===== src/rtl/instr_fetch_stage.sv =====
// -----------------------------------------------------------------------------
// instr_fetch_stage
//
// Instruction fetch stage placed directly in front of a combinational 32-bit
// instruction ROM. It owns the program counter, drives the ROM byte address,
// captures the returned word into the IF/ID register and hands it to decode
// through a valid/ready handshake. Branch redirects flush the stage and
// restart fetch. Fetch halts after delivering the instruction at PC_LIMIT.
//
// Ports:
//   clk            in   1       system clock, rising edge
//   reset          in   1       asynchronous, active-high reset
//   rom_address    out  ADDR_W  ROM byte address, word aligned, from pc
//   rom_data       in   DATA_W  combinational ROM word at rom_address
//   out_instr      out  DATA_W  registered instruction
//   out_pc         out  32      byte address of out_instr
//   out_pc_plus8   out  32      out_pc + 8 (ARM PC read value)
//   out_valid      out  1       out_* holds a valid instruction
//   out_ready      in   1       decode accepts out_* this cycle
//   redirect_valid in   1       branch taken / flush request
//   redirect_pc    in   32      redirect target byte address
//   halted         out  1       fetch sits in its HALT state
// -----------------------------------------------------------------------------
module instr_fetch_stage #(
    parameter int unsigned ADDR_W   = 11,
    parameter int unsigned DATA_W   = 32,
    parameter logic [31:0] RESET_PC = 32'h0000_0000,
    parameter logic [31:0] PC_LIMIT = 32'h0000_00FC
) (
    input  logic              clk,
    input  logic              reset,
    output logic [ADDR_W-1:0] rom_address,
    input  logic [DATA_W-1:0] rom_data,
    output logic [DATA_W-1:0] out_instr,
    output logic [31:0]       out_pc,
    output logic [31:0]       out_pc_plus8,
    output logic              out_valid,
    input  logic              out_ready,
    input  logic              redirect_valid,
    input  logic [31:0]       redirect_pc,
    output logic              halted
);

    typedef enum logic [1:0] {
        ST_IDLE = 2'd0,
        ST_RUN  = 2'd1,
        ST_HALT = 2'd2
    } state_t;

    // pc is kept word aligned at all times, including its reset value.
    localparam logic [31:0] RESET_PC_ALIGNED = RESET_PC & 32'hFFFF_FFFC;

    state_t              state_r;
    state_t              state_nxt_s;

    logic [31:0]         pc_r;
    logic [DATA_W-1:0]   instr_r;
    logic [31:0]         opc_r;
    logic [31:0]         opc8_r;
    logic                valid_r;
    logic                halted_r;

    logic                free_s;
    logic                capture_s;
    logic [31:0]         pc_plus4_s;
    logic [31:0]         redirect_target_s;
    logic [31:0]         pc_nxt_s;
    logic                valid_nxt_s;
    logic                halted_nxt_s;

    // The IF/ID slot can take a new word when it is empty or being drained.
    assign free_s            = !valid_r || out_ready;
    assign pc_plus4_s        = pc_r + 32'd4;
    // Misaligned targets are truncated to the containing word.
    assign redirect_target_s = redirect_pc & 32'hFFFF_FFFC;

    // ROM addressing only sees the low pc bits; upper bits still go to out_pc.
    assign rom_address  = {pc_r[ADDR_W-1:2], 2'b00};
    assign out_instr    = instr_r;
    assign out_pc       = opc_r;
    assign out_pc_plus8 = opc8_r;
    assign out_valid    = valid_r;
    assign halted       = halted_r;

    // FSM state register.
    always_ff @(posedge clk or posedge reset) begin
        if (reset) begin
            state_r <= ST_IDLE;
        end else begin
            state_r <= state_nxt_s;
        end
    end

    // FSM next-state logic; a redirect always lands in RUN.
    always_comb begin
        state_nxt_s = state_r;
        case (state_r)
            ST_IDLE: begin
                state_nxt_s = ST_RUN;
            end
            ST_RUN: begin
                if (redirect_valid) begin
                    state_nxt_s = ST_RUN;
                end else if (free_s && (pc_r == PC_LIMIT)) begin
                    // The last instruction is captured on this edge, then stop.
                    state_nxt_s = ST_HALT;
                end else begin
                    state_nxt_s = ST_RUN;
                end
            end
            ST_HALT: begin
                if (redirect_valid) begin
                    state_nxt_s = ST_RUN;
                end else begin
                    state_nxt_s = ST_HALT;
                end
            end
            default: begin
                state_nxt_s = ST_IDLE;
            end
        endcase
    end

    // FSM output logic: capture strobe plus next values of pc, valid, halted.
    always_comb begin
        capture_s    = 1'b0;
        pc_nxt_s     = pc_r;
        valid_nxt_s  = valid_r;
        halted_nxt_s = halted_r;
        if (redirect_valid) begin
            // Flush: nothing captured this cycle, fetch restarts at the target.
            capture_s    = 1'b0;
            pc_nxt_s     = redirect_target_s;
            valid_nxt_s  = 1'b0;
            halted_nxt_s = 1'b0;
        end else begin
            case (state_r)
                ST_IDLE: begin
                    capture_s    = 1'b0;
                    pc_nxt_s     = pc_r;
                    valid_nxt_s  = valid_r;
                    halted_nxt_s = 1'b0;
                end
                ST_RUN: begin
                    if (free_s) begin
                        capture_s    = 1'b1;
                        pc_nxt_s     = pc_plus4_s;
                        valid_nxt_s  = 1'b1;
                        halted_nxt_s = (pc_r == PC_LIMIT);
                    end else begin
                        // Stall: everything holds.
                        capture_s    = 1'b0;
                        pc_nxt_s     = pc_r;
                        valid_nxt_s  = valid_r;
                        halted_nxt_s = 1'b0;
                    end
                end
                ST_HALT: begin
                    capture_s    = 1'b0;
                    pc_nxt_s     = pc_r;
                    halted_nxt_s = 1'b1;
                    if (out_ready) begin
                        // Pending instruction drained by decode.
                        valid_nxt_s = 1'b0;
                    end else begin
                        valid_nxt_s = valid_r;
                    end
                end
                default: begin
                    capture_s    = 1'b0;
                    pc_nxt_s     = pc_r;
                    valid_nxt_s  = 1'b0;
                    halted_nxt_s = 1'b0;
                end
            endcase
        end
    end

    // Program counter, valid and halted flags.
    always_ff @(posedge clk or posedge reset) begin
        if (reset) begin
            pc_r     <= RESET_PC_ALIGNED;
            valid_r  <= 1'b0;
            halted_r <= 1'b0;
        end else begin
            pc_r     <= pc_nxt_s;
            valid_r  <= valid_nxt_s;
            halted_r <= halted_nxt_s;
        end
    end

    // IF/ID payload register; only loaded on a capture so a stall holds it.
    always_ff @(posedge clk or posedge reset) begin
        if (reset) begin
            instr_r <= {DATA_W{1'b0}};
            opc_r   <= 32'd0;
            opc8_r  <= 32'd0;
        end else if (capture_s) begin
            instr_r <= rom_data;
            opc_r   <= pc_r;
            opc8_r  <= pc_r + 32'd8;
        end
    end

endmodule


===== config.mk =====
export PLATFORM = sky130hd
export DESIGN_NAME = instr_fetch_stage
export DESIGN_NICKNAME = d
export VERILOG_FILES = /design/src/rtl/instr_fetch_stage.sv
export SDC_FILE = /design/constraint.sdc
export NUM_CORES = 1
export LEC_CHECK = 0
export BUFFER_PORTS_ARGS = -buffer_cell sky130_fd_sc_hd__buf_2
export CORE_ASPECT_RATIO = 0.7
export CORE_UTILIZATION = 35
export CTS_CLUSTER_SIZE = 12
export DETAILED_ROUTE_END_ITERATION = 16
export GPL_TIMING_DRIVEN = 0
export HOLD_SLACK_MARGIN = 0.1
export PLACE_DENSITY_LB_ADDON = 0.05
export SLEW_MARGIN = 20
export SYNTH_ARGS = -nofsm -noshare
export SYNTH_HDL_FRONTEND = slang
export SYNTH_SLANG_ARGS = --single-unit

===== constraint.sdc =====
create_clock -name clk -period 3.4 [get_ports clk]
set_clock_uncertainty 0.1 [all_clocks]
set_input_delay 0.17 -clock clk [delete_from_list [all_inputs] [get_ports clk]]
set_output_delay 0.17 -clock clk [all_outputs]
set_load 0.02 [all_outputs]

# == Word level (Yosys, flattened, before mapping) ==
# Index checks and enable logic that the tools add are counted.
# op_classes
n_addsub,2
eq_ne,6
mux,17
n_reduce_logical,8
# op_table
operator,n
$mux 32,3
$add 32x3->32 const B,1
$add 32x4->32 const B,1
$eq 32x8->1 const B,1
$mux 1,8
$mux 2,3
$ne 3x3->1 const B,2
$pmux 2 s3,1
$reduce_bool 2->1,2
$pmux 1 s3,1
$reduce_and 3->1,1
$eq 2x1->1 const B,1
$eq 2x2->1 const B,1
$logic_not 2->1,1
$ne 2x2->1 const B,1
$pmux 1 s2,1
$reduce_and 2->1,1
$logic_and 1x1->1,1
$logic_not 1->1,1
$logic_or 1x1->1,1
# totals
ff_bits,132
in_bits,68
output_inout_bits,109

# == Logic depth before layout (Yosys ltp) ==
# depth
depth_word,6
ltp_mapped,9

# == Worst setup path before layout ==
# OpenSTA, ideal clock, no wires.
# synth_timing
path_type,register -> register
from,reg pc_r[4]
to,reg pc_r[25]
setup_time_ns,0.124
arrival_time_ns,1.780
required_ns,3.176
path_slack_ns,1.397
stages_incl_launch_ff,7
n_path_buf,0
period_less_slack_ns,2.003
cell_sequence,dfrtp_1 -> ha_1 -> nand3_2 -> nor3b_4 -> nand4_4 -> o21a_1 -> o31a_1
# synth_between
elab_chain_len,4
# synth_lines
element,line_no,text
start: declaration,56,logic [31:0] pc_r;
start signal: assignment,186,pc_r <= pc_nxt_s;
$add 32x3->32,73,assign pc_plus4_s = pc_r + 32'd4;
$mux 32,145,if (free_s) begin
$mux 32,137,case (state_r)
$mux 32,130,if (redirect_valid) begin
# Every way passes these cells. The select of a mux whose other input is x is not followed.
# A chain may end at the register's enable or synchronous reset.

# == Worst setup path in the final report ==
# Same ends and word-level chain as after synthesis.

==> qor_table.md <==
| Item | Reported |
|---|---|
| Critical path start-end classification | reg2reg |
| CTS root buffer | clkbuf_16 |
| Worst EP arrival | 3.18 ns |
| Switching power as a share of total power | 0.300 |
| Average detailed-routed wire length per instance | 16.5 um |
| Remaining max-slew budget at the tightest pin | 0.369 |
| Library cell with the largest summed area after synthesis | dfrtp_1 |
| Final Routed Wirelength | 17.3 mm |
| Wire length of the first global-routing pass | 28.0 mm |
| Number of max-slew violations in the final report | 0 |
| Area taken by multi-input logic gates | 2550 um^2 |
| CP Cell Sequence | ha_1 > nand3_2 > nor3b_4 > nand4_4 > o21a_1 > o31a_1 > dlygate4sd3_1 |
| Critical Path Start Type | flip-flop |
| Number of antenna violations at the first check in global routing | 0 |
| Share of Yosys cell area claimed by the top area cell type | 0.514 |
| Number of instances in the synthesized netlist | 553 |
| Post-layout min period | 2.99 ns |
| Portion of the clock cycle consumed by the worst path in the final layout | 0.879 |
| Total of fill cells in the finished design | 1573 |
| Total negative slack for setup checks | 0 ns |
| Power share of the sequential group | 0.398 |
| Total Routing Usage GR | 0.205 |
| Net count of the finished layout | 888 |
| Die outline width | 160 um |
| Maximum buffer depth of the clock tree | 2 |
| #FFs+latches synth | 125 |
| Maximum fanout count along the critical path | 9 |
| Via density | 4.72 |
| Number of input and output port buffers inserted | 167 |
| Number of antenna-violating nets in the routed design | 0 |
| Delay contributed by the slowest stage of the critical path | 0.57 ns |
| DP HPWL | 12.4 mm |
| Overall die area | 17900 um^2 |
| Power dissipated by switching net loads | 1.37 mW |
| Area overhead of the layout relative to synthesis | 39.8% |
| Post-route DRC | 0 |
| Clock Power Share | 0.369 |
| Fraction of the yosys area taken by sequential cells | 0.514 |
| Clock latency on the worst-skew pair | 0.42 ns |
| RSZ-0062 raised after global routing | false |
| Initial standard-cell utilization of the core | 0.366 |
| Fraction of registers with async set/reset | 1.00 |
| Design Area, Final | 8510 um^2 |
| Slowest stage cell, crit path | nor3b_4 |
| Via count of the first global-routing pass | 5229 |
| Routability-driven placement congestion ratio | 0.790 |
| TritonCTS Buffers | 17 |
| Post-synthesis area per instance | 11.0 um^2 |
| Count of antenna diodes in the layout | 0 |
| Cell types occupying the most area after synthesis | dfrtp_1, mux2_2, xor2_1 |
| Endpoints failing setup | 0 |
| Via count of the routed design | 4952 |
| Leakage dissipation | 3.82 nW |
| Core Area | 16600 um^2 |
| Total global routing overflow | 0 |
| 1st-pass router iterations | 4 |
| Top Ports | 177 |
| Number of endpoints with negative hold slack in the final report | 0 |
| Status | finished clean |
| Fmax | 334 MHz |
| Seq. cell area | 3130 um^2 |
| Post-synth top flop | dfrtp_1 |
| Number of distinct library cell variants in the gate-level netlist after synthesis | 43 |
| EDFF count, synth | 0 |
| Proportion of layout cells with a drive suffix above 1 | 0.393 |
| Slew at the pin closest to its max-slew limit | 0.938 ns |
| Total placed instance area | 7310 um^2 |
| DRC marker count from the first detailed-route iteration | 234 |
| CTS resizes | 0 |
| Clk sinks | 125 |
| Synth Cell Area | 6090 um^2 |
| Clock Pin Slew Worst Setup and Hold Paths | 0.05 ns |
| Max Cap Violations | 0 |
| Worst-case vdd ir drop | 0.288 mV |
| Cell class contributing the biggest share of worst-path delay | simple AND/OR/NAND/NOR gates |
| Part of the total power dissipated in combinational logic | 0.233 |
| Yosys synthesis warning count | 0 |
| Required time at the endpoint of the critical path | 3.59 ns |
| Nature of the critical path endpoint | flip-flop |
| TritonCTS clock tree | yes |
| Die Span Y | 112 um |
| Pwr per Cell Area | 536 nW/um^2 |
| # H-tree levels | 4 |
| Number of buffers inserted by post-CTS setup repair | 0 |
| Count of buffer and inverter cells on the critical path | 1 |
| Path class of the lowest-slack min-delay path | in2reg |
| Largest net degree at the start of global routing | 35 |
| Number of rows created at floorplan | 39 |
| Internal power component | 3.19 mW |
-- power by group through the flow --
stage          registers (mW)  clock network, mW  logic [mW]
2_1_floorplan            2.03                  0       0.445
3_3_place_gp             1.83                  0       0.989
3_5_place_dp             1.84                  0        1.01
4_1_cts                  1.82               1.73        1.07
5_1_grt                  1.84               1.78        1.15
6_report                 1.81               1.68        1.06
-- repair_timing --
item,in CTS,in global routing
hold endpoints to repair,187,0
hold buffers,66,0
setup endpoints to repair,0,0
-- sequential cells by signal (all words and copies together) (netlist names) --
register / cells
out_instr: 32
out_pc_plus8: 29
out_pc: 30
pc_r: 30
state_r: 2
out_valid: 1
halted: 1
-- cells in the mapped netlist, drive strengths merged (2+ instances only) --
cell type,number
nor2,40
nand4,20
and2,5
dfrtp,125
clkbuf,13
nor3b,2
a21oi,29
nand3,16
nor4,14
nor3,9
and4,11
ha,6
mux2i,2
inv,5
o21ai,29
buf,49
and3,2
xnor2,23
xor2,32
mux2,64
nand2,49
-- metal layers --
layer / routed length [um] / GRT usage
met5: 0 / 0
met2: 8020 / 0.326
met1: 8270 / 0.275
met3: 878 / 0.0525
met4: 144 / 0.0596
-- worst paths after layout --
| path | start | end | slack [ns] | depth (start not counted) |
|---|---|---|---|---|
| worst min register to register | out_pc[30] | out_pc[30] | 0.40 | 1 |
| max in group asynchronous | reset | out_instr[4] | 1.86 | 6 |
| worst max register to register | pc_r[4] | pc_r[25] | 0.41 | 7 |
| worst min-delay path | out_ready | out_valid | 0.13 | 5 |
| worst max-delay path | pc_r[4] | pc_r[25] | 0.41 | 7 |
| min in group asynchronous | reset | out_pc[11] | 0.68 | 4 |
-- kinds of logic after synthesis --
group / share of synthesized area
simple gates: 0.148
flops: 0.514
buf+inv: 0.0703
mux: 0.122
compound gates: 0.0543
xor+xnor: 0.0792
fa+ha+maj: 0.0123
other cells: 0.000616
-- cell usage in the layout (no fill, tap or decap), types with 2 or more instances in the layout --
master	netlist	layout
and2_1	3	3
clkbuf_8	2	5
dlygate4sd3_1	0	66
conb_1	1	6
nor4_1	14	14
nor2_1	40	40
inv_1	5	4
buf_6	7	7
buf_12	0	4
xor2_1	32	32
mux2_2	64	64
nand4_1	18	18
and4_1	10	10
xnor2_1	23	23
clkinvlp_4	0	2
buf_2	23	190
mux2i_1	2	2
o21ai_1	15	15
o21ai_0	14	14
clkbuf_1	11	13
nand3_2	2	2
a21oi_1	29	29
ha_1	6	6
dfrtp_1	125	125
clkbuf_16	0	17
nand2_1	49	49
clkinv_2	0	4
nand3_1	14	14
buf_4	17	17
nor3_1	9	9
-- per-stage QoR --
stage	std cells	hold WS [ns]	util	setup slack, ns	power [mW]
after global placement	950	0.287	0.434	0.708	2.82
after floorplan	558	0.191	-	1.40	2.48
after CTS	1049	0.111	0.511	0.414	4.62
after global routing	1049	0.150	0.511	0.275	4.77
after detailed placement	954	-0.0256	0.439	0.777	2.85
final	1049	0.128	0.511	0.410	4.56
-- area by class of cell --
| class | instances | share of cell area |
|---|---|---|
| clock inverter | 7 | 0.00780 |
| timing repair buffer | 237 | 0.185 |
| clock buffer | 22 | 0.0557 |
| sequential | 125 | 0.368 |
| inverter | 5 | 0.00265 |
| buffer | 62 | 0.0481 |
| tap | 225 | 0.0331 |
| multi-input combinational | 366 | 0.300 |
-- worst register-to-register path: stages (launching register included) --
cell,delay [ns]
dfrtp_1,0.50
ha_1,0.30
nand3_2,0.17
nor3b_4,0.57
nand4_4,0.20
o21a_1,0.21
o31a_1,0.27
dlygate4sd3_1,0.55
Note: power is estimated with default switching activity, not from simulation.
